[config.mk]
export PLATFORM = sky130hd
export DESIGN_NAME = xspi_os_phy_master
export DESIGN_NICKNAME = d
export VERILOG_FILES = /design/src/rtl/xspi_pkg.sv /design/src/rtl/xspi_sck_timer.sv /design/src/rtl/xspi_os_phy_master.sv
export SDC_FILE = /design/constraint.sdc
export NUM_CORES = 1
export LEC_CHECK = 0
export CAP_MARGIN = 20
export CORE_AREA = 2 2 124 157
export DETAILED_ROUTE_END_ITERATION = 10
export DIE_AREA = 0 0 126 159
export PLACE_DENSITY = 0.91
export SLEW_MARGIN = 15
export SYNTH_ARGS = -nofsm -noshare
export SYNTH_HDL_FRONTEND = slang
export SYNTH_SLANG_ARGS = --single-unit
[constraint.sdc]
create_clock -name tclk_i -period 7.15 [get_ports tclk_i]
set_input_delay 2.145 -clock tclk_i [delete_from_list [all_inputs] [get_ports tclk_i]]
set_output_delay 2.145 -clock tclk_i [all_outputs]
set_load 0.005 [all_outputs]
[src/rtl/xspi_pkg.sv]
// -----------------------------------------------------------------------------
// xspi_pkg
// Encodings shared by the xSPI master and slave PHYs: lane modes, transfer
// direction and PHY state, plus small helpers for lane width and the number
// of bus cycles a transaction needs.
// -----------------------------------------------------------------------------
package xspi_pkg;

  typedef enum logic [1:0] {
    MODE_SINGLE = 2'b00,
    MODE_DUAL   = 2'b01,
    MODE_QUAD   = 2'b10,
    MODE_OCTO   = 2'b11
  } xspi_mode_e;

  typedef enum logic {
    DIR_READ  = 1'b0,
    DIR_WRITE = 1'b1
  } xspi_dir_e;

  typedef enum logic [1:0] {
    ST_IDLE    = 2'b00,
    ST_SCK_LO  = 2'b01,
    ST_SCK_HI  = 2'b10,
    ST_CS_HOLD = 2'b11
  } xspi_state_e;

  // Lanes in use for a mode (1, 2, 4 or 8).
  function automatic logic [3:0] lane_width(input xspi_mode_e mode);
    return 4'd1 << mode;
  endfunction

  // Mask selecting the active SIO lanes for a mode.
  function automatic logic [7:0] lane_mask(input xspi_mode_e mode);
    case (mode)
      MODE_SINGLE: return 8'h01;
      MODE_DUAL:   return 8'h03;
      MODE_QUAD:   return 8'h0F;
      default:     return 8'hFF;
    endcase
  endfunction

  // ceil(bc / lane_width). Bit counts up to 8 bits wide are supported.
  function automatic logic [7:0] bus_cycles(input logic [7:0] bc, input xspi_mode_e mode);
    logic [8:0] sum;
    sum = {1'b0, bc} + 9'(lane_width(mode)) - 9'd1;
    return 8'(sum >> mode);
  endfunction

endpackage

[src/rtl/xspi_sck_timer.sv]
// -----------------------------------------------------------------------------
// xspi_sck_timer
// Half-period down-counter for the SCK generator. Loading captures the
// half-period (value = H-1) and starts a new count; while enabled the counter
// expires every H cycles and reloads itself automatically.
//   tclk_i      fabric clock
//   trst_i      asynchronous active-high reset
//   i_load      capture i_load_val as the half-period and restart the count
//   i_load_val  half-period minus one
//   i_restart   restart the count from the captured half-period
//   i_en        counter running
//   o_expire    combinational strobe on the last cycle of a half-period
// -----------------------------------------------------------------------------
module xspi_sck_timer #(
  parameter int W = 4
) (
  input  logic         tclk_i,
  input  logic         trst_i,
  input  logic         i_load,
  input  logic [W-1:0] i_load_val,
  input  logic         i_restart,
  input  logic         i_en,
  output logic         o_expire
);

  logic [W-1:0] r_period;
  logic [W-1:0] r_cnt;

  assign o_expire = i_en && (r_cnt == '0);

  // NOTE: state is updated with non-blocking assignments so every register
  // samples the pre-edge values, independent of statement order.
  always_ff @(posedge tclk_i or posedge trst_i) begin
    if (trst_i) begin
      r_period <= '0;
      r_cnt    <= '0;
    end else if (i_load) begin
      r_period <= i_load_val;
      r_cnt    <= i_load_val;
    end else if (i_restart) begin
      r_cnt <= r_period;
    end else if (i_en) begin
      r_cnt <= (r_cnt == '0) ? r_period : r_cnt - W'(1);
    end
  end

endmodule

[src/rtl/xspi_os_phy_master.sv]
// -----------------------------------------------------------------------------
// xspi_os_phy_master
// Oversampled single/dual/quad/octo SPI initiator PHY (SPI mode 0). Runs one
// transaction at a time: txnbc_i bits over 2**txnmode_i lanes, most
// significant word first, SCK half-period of clkdiv_i+1 fabric cycles.
//   tclk_i/trst_i      fabric clock, asynchronous active-high reset
//   sck_o/sce_o        serial clock, chip enable (active high)
//   sio_i/sio_o/sio_oe serial data in/out, output enable
//   clkdiv_i           SCK half-period minus one
//   txnstart_i         start request (ignored while txnbusy_o)
//   txnlast_i          drop SCE after this transaction
//   txnbc_i/txnmode_i  bit count, lane mode
//   txndir_i           0 read, 1 write
//   txndata_i/_o       transmit / receive data, LSB-aligned
//   txndone_o          one-cycle end-of-transaction pulse
//   txnbusy_o          transaction or CS hold in progress
// -----------------------------------------------------------------------------
module xspi_os_phy_master
  import xspi_pkg::*;
#(
  parameter int WORD_SIZE        = 32,
  parameter int CYCLE_COUNT_BITS = 6,
  parameter int CLK_DIV_BITS     = 4
) (
  input  logic                        tclk_i,
  input  logic                        trst_i,
  output logic                        sck_o,
  output logic                        sce_o,
  input  logic [7:0]                  sio_i,
  output logic [7:0]                  sio_o,
  output logic                        sio_oe,
  input  logic [CLK_DIV_BITS-1:0]     clkdiv_i,
  input  logic                        txnstart_i,
  input  logic                        txnlast_i,
  input  logic [CYCLE_COUNT_BITS-1:0] txnbc_i,
  input  logic [1:0]                  txnmode_i,
  input  logic                        txndir_i,
  input  logic [WORD_SIZE-1:0]        txndata_i,
  output logic [WORD_SIZE-1:0]        txndata_o,
  output logic                        txndone_o,
  output logic                        txnbusy_o
);

  localparam int CB = CYCLE_COUNT_BITS;

  xspi_state_e          r_state;
  xspi_mode_e           r_mode;
  xspi_dir_e            r_dir;
  logic                 r_last;
  logic                 r_zero;    // bc = 0: no SCK edges at all
  logic [CB-1:0]        r_nm1;     // bus cycles minus one
  logic [CB-1:0]        r_cyc;     // index of the word currently on the bus
  logic [WORD_SIZE-1:0] r_tx;
  logic [WORD_SIZE-1:0] r_shift;

  logic                 w_accept;
  logic                 w_run;
  logic                 w_zero_end;
  logic                 w_expire;
  xspi_mode_e           w_mode_in;
  logic [CB-1:0]        w_n_start;
  logic [CB-1:0]        w_next_idx;

  // Word k of N sits at bit (N-1-k)*w; idx is N-1-k.
  function automatic logic [7:0] word_sel(input logic [WORD_SIZE-1:0] data,
                                          input logic [CB-1:0]        idx,
                                          input xspi_mode_e           mode);
    logic [WORD_SIZE-1:0] v;
    v = data >> ((CB+3)'(idx) << mode);
    return v[7:0] & lane_mask(mode);
  endfunction

  assign w_mode_in  = xspi_mode_e'(txnmode_i);
  assign w_n_start  = CB'(bus_cycles(8'(txnbc_i), w_mode_in));
  assign w_next_idx = r_nm1 - r_cyc - CB'(1);
  assign w_accept   = (r_state == ST_IDLE) && txnstart_i;
  assign w_run      = (r_state != ST_IDLE);
  // A zero-length transaction finishes without waiting for the timer, so the
  // CS hold must start counting from that point.
  assign w_zero_end = (r_state == ST_SCK_HI) && r_zero;

  xspi_sck_timer #(.W(CLK_DIV_BITS)) u_timer (
    .tclk_i     (tclk_i),
    .trst_i     (trst_i),
    .i_load     (w_accept),
    .i_load_val (clkdiv_i),
    .i_restart  (w_zero_end),
    .i_en       (w_run),
    .o_expire   (w_expire)
  );

  // NOTE: the data and shift registers are reset too; they are plain
  // registers, and a reset value keeps txndata_o defined after reset.
  always_ff @(posedge tclk_i or posedge trst_i) begin
    if (trst_i) begin
      r_state   <= ST_IDLE;
      r_mode    <= MODE_SINGLE;
      r_dir     <= DIR_READ;
      r_last    <= 1'b0;
      r_zero    <= 1'b0;
      r_nm1     <= '0;
      r_cyc     <= '0;
      r_tx      <= '0;
      r_shift   <= '0;
      sck_o     <= 1'b0;
      sce_o     <= 1'b0;
      sio_o     <= '0;
      sio_oe    <= 1'b0;
      txndata_o <= '0;
      txndone_o <= 1'b0;
      txnbusy_o <= 1'b0;
    end else begin
      txndone_o <= 1'b0;
      case (r_state)
        ST_IDLE: begin
          if (txnstart_i) begin
            r_mode    <= w_mode_in;
            r_dir     <= xspi_dir_e'(txndir_i);
            r_last    <= txnlast_i;
            r_zero    <= (txnbc_i == '0);
            r_nm1     <= w_n_start - CB'(1);
            r_cyc     <= '0;
            r_tx      <= txndata_i;
            r_shift   <= '0;
            sck_o     <= 1'b0;
            sce_o     <= 1'b1;
            sio_oe    <= txndir_i;
            sio_o     <= (txndir_i && (txnbc_i != '0))
                         ? word_sel(txndata_i, w_n_start - CB'(1), w_mode_in) : 8'h00;
            txnbusy_o <= 1'b1;
            r_state   <= (txnbc_i == '0) ? ST_SCK_HI : ST_SCK_LO;
          end
        end

        ST_SCK_LO: begin
          if (w_expire) begin
            sck_o   <= 1'b1;
            r_shift <= (r_shift << lane_width(r_mode))
                       | WORD_SIZE'(sio_i & lane_mask(r_mode));
            r_state <= ST_SCK_HI;
          end
        end

        ST_SCK_HI: begin
          if (r_zero || w_expire) begin
            sck_o <= 1'b0;
            if (!r_zero && (r_cyc != r_nm1)) begin
              r_cyc   <= r_cyc + CB'(1);
              sio_o   <= (r_dir == DIR_WRITE) ? word_sel(r_tx, w_next_idx, r_mode) : 8'h00;
              r_state <= ST_SCK_LO;
            end else begin
              txndone_o <= 1'b1;
              if (!r_zero) txndata_o <= r_shift;
              if (r_last) begin
                r_state <= ST_CS_HOLD;
              end else begin
                // Streaming: SCE stays asserted into the next transaction.
                txnbusy_o <= 1'b0;
                r_state   <= ST_IDLE;
              end
            end
          end
        end

        ST_CS_HOLD: begin
          if (w_expire) begin
            sce_o     <= 1'b0;
            sio_o     <= '0;
            sio_oe    <= 1'b0;
            txnbusy_o <= 1'b0;
            r_state   <= ST_IDLE;
          end
        end

        default: r_state <= ST_IDLE;
      endcase
    end
  end

endmodule
==> impl_metrics.csv <==
group,metric,value,unit
outcome,status,"completed",
timing,timing.fmax,0.151,GHz
critical_path,crit_path_max_fanout,14,
route,wl_met2,15300,um
global_route,grt_pass1_vias,9535,
finish,final_core_utilization,0.679,
critical_path,critPathMaxStageDelay,690,ps
run,drv_cap,0,
die,die-area,20000,um2
timing,tightest_slew,1120,ps
route,dr_wl_met3,1850,um
critical_path,cp-end-kind,"flip-flop",
yosys,synthSimpleGateAreaFrac,0.162,
timing,rsz0062_at_grt,"no",
route,antenna_left,0,
yosys,yosysWarnings,0,
cts,cts_buffers,17,
power_and_ir_drop,switching_share,0.454,
timing,holdWs,477,ps
yosys,synth_edf_count,0,
min_path,hold_path_class,"flip-flop to flip-flop",
route,drcViolationCount,0,
critical_path,worstPathRequired,7510,ps
cts,cts_resized,0,
die,fp.dieW,126,um
timing,finalHoldViolations,0,
yosys,avgSynthCellArea,9.34,um2
critical_path,worstPathArrival,6990,ps
timing,layout_min_cycle_time,6640,ps
placement,io_buffers,101,
yosys,syn_nets,1237,
global_route,grt_overflow,0,
global_route,grt_max_degree,85,
power_and_ir_drop,p_leak,5.63,nW
cts,clock_tree.root_cell,"clkbuf_16",
yosys,synth_mux_area_frac,0.283,
route,first_pass_iters,6,
yosys,synth_fa_ha_area_frac,0.0304,
yosys,synth_ff_type,"dfrtp_1",
route,wirelength,29800,um
critical_path,path_class,"input pin to flip-flop",
cts,htreeDepth,4,
global_route,antenna_found_initial,0,
yosys,ys_seq_area_frac,0.315,
die,ioPinCount,102,
die,initial_core_util,0.583,
placement,place.gp.congestion,0.936,
route,dr_total_vias,9677,
timing,worst_slack,512,ps
power_and_ir_drop,combPwrFrac,0.610,
timing,setup_viol,0,
power_and_ir_drop,pwr-share-clk,0.162,
yosys,synth_cells,1155,
placement,hpwl,21100,um
yosys,synth_top_family_by_area,"multiplexers",
die,die_y,159,um
finish,layout_commonest_cell,"nand2_1",
cts,clk_pin_slew_worst_paths,70,ps
finish,layout-drive-gt1-share,0.158,
critical_path,cp_cell_sequence,"clkdlybuf4s50_1 -> and2_1 -> inv_1 -> ha_1 -> inv_1 -> ha_1 -> and3_4 -> or3_4 -> and2_4 -> a21oi_1 -> ha_1 -> inv_1 -> o21a_1 -> buf_4 -> buf_4 -> mux2i_1 -> and2_1 -> a211oi_1 -> a311o_1 -> mux2_2 -> o21ai_1",
global_route,grt_pass1_wl,49200,um
route,routedWlPerCell,20.4,um
route,top_layer,"met4",
power_and_ir_drop,p_per_area,466,nW/um2
cts,clock_sinks,136,
global_route,grt_usage,0.300,
yosys,synth_seq_cells,136,
timing,slew_viol_final,0,
power_and_ir_drop,power_frac_seq,0.228,
die,rows,56,
cts,cts_hold_buf,0,
route,via_per_inst,6.62,
cts,cts_tree,"built",
placement,place_area,11900,um2
placement,dp_slack,70.5,ps
yosys,async_flop_share,1.00,
finish,layout_common_cells,"200 x nand2_1, 136 x dfrtp_1, 135 x mux2i_1",
route,drt_iter0_drc,1235,
finish,stdcell_area,12600,um2
route,wirelength_met1,11500,um
power_and_ir_drop,internal-power,3.20,mW
placement,place_inst,1429,
cts,worstSkewPairLatency,430,ps
power_and_ir_drop,switchingPower,2.66,mW
finish,stdcell_count,1461,
critical_path,cp.buffers_inverters,6,
cts,postCtsSetupRepairBufs,0,
yosys,synth_compound_area_frac,0.141,
power_and_ir_drop,total_power,5.86,mW
yosys,syn_area,10800,um2
yosys,netlist-cell-type-count,83,
timing,post-route-period-util,0.928,
die,core-area,18500,um2
critical_path,crit_path_start_kind,"input pin",
power_and_ir_drop,ir_drop,0.334,mV
yosys,synth_xor_area_frac,0.0168,
critical_path,slowest_stage,"clkdlybuf4s50_1",
finish,n_antenna_cell,0,
timing,clock_skew,11.0,ps
timing,relSlewSlack,0.251,
finish,synthToLayoutAreaGrowth,16.4,%
timing,tns,0,ps
cts,clock_path_buffers,2,
finish,finalNetCount,1298,
critical_path,crit_family,"buffers and inverters",
-- power by group through the flow --
stage          clock network, mW  registers (mW)  logic [mW]
2_1_floorplan                  0            1.20        2.79
3_5_place_dp                   0            1.33        3.48
5_1_grt                    0.977            1.37        3.90
3_3_place_gp                   0            1.31        3.35
4_1_cts                    0.947            1.32        3.54
6_report                   0.947            1.34        3.58
-- kinds of logic after synthesis --
kind of cell	count (synthesis)
AND/OR/NAND/NOR	384
multiplexers	236
AO/OA/AOI/OAI	228
flip-flops	136
buffers and inverters	127
adder cells (fa/ha/maj)	25
XOR/XNOR	19
-- area by class of cell --
cell class,instances,area (um2)
timing repair buffer,127,1220
fill,1372,5930
sequential,136,3400
inverter,42,163
tap,232,290
clock buffer,17,425
clock inverter,15,203
multi-input combinational,892,6860
-- cells in the mapped netlist (23+ instances only) --
cell type,count,area share
inv_1,40,0.014
clkbuf_1,53,0.018
mux4_2,50,0.10
nand2_1,201,0.070
a21oi_1,49,0.023
nor2_1,55,0.019
mux2_2,50,0.052
o21ai_0,69,0.032
nand3_1,44,0.020
mux2i_1,135,0.13
ha_1,23,0.027
dfrtp_1,136,0.32
a211oi_1,25,0.017
-- state kept, by name, indices dropped and copies added, names as in the netlist --
signal and cells:
txnbusy_o 1, sce_o 1, r_state 2, r_tx 32
r_mode 2, sio_oe 1, sck_o 1, r_cyc 6
r_dir 1, u_timer.r_cnt 4, txndone_o 1, sio_o 8
r_last 1, r_zero 1, r_nm1 6, txndata_o 32
r_shift 32, u_timer.r_period 4
-- path summary, 6_finish.rpt --
check                                                 from                         endpoint  slack (ps)  depth (start not counted)
max                                           txnmode_i[1]             sio_o[4]$_DFFE_PP0P_         510                         21
min                        u_timer.r_period[0]$_DFFE_PP0P_  u_timer.r_period[0]$_DFFE_PP0P_         480                          2
max reg2reg                           r_cyc[0]$_DFFE_PP0P_             sio_o[1]$_DFFE_PP0P_        3480                         13
min reg2reg                u_timer.r_period[0]$_DFFE_PP0P_  u_timer.r_period[0]$_DFFE_PP0P_         480                          2
max in group asynchronous                           trst_i             r_tx[12]$_DFFE_PP0P_        3740                          3
min in group asynchronous                           trst_i        txndata_o[27]$_DFFE_PP0P_        2230                          2
-- tightest hold or removal path: stages, from the launching register on --
cell,delay [ps]
dfrtp_1,340
nand2_1,50
nand2_1,60
-- per-layer routing --
layer,vias to the layer above,GRT usage
li1,4310,-
met1,4758,0.383
met2,495,0.518
met3,114,0.0313
met4,0,0.125
met5,-,0
No activity file was read; power rests on OpenSTA's default activity.
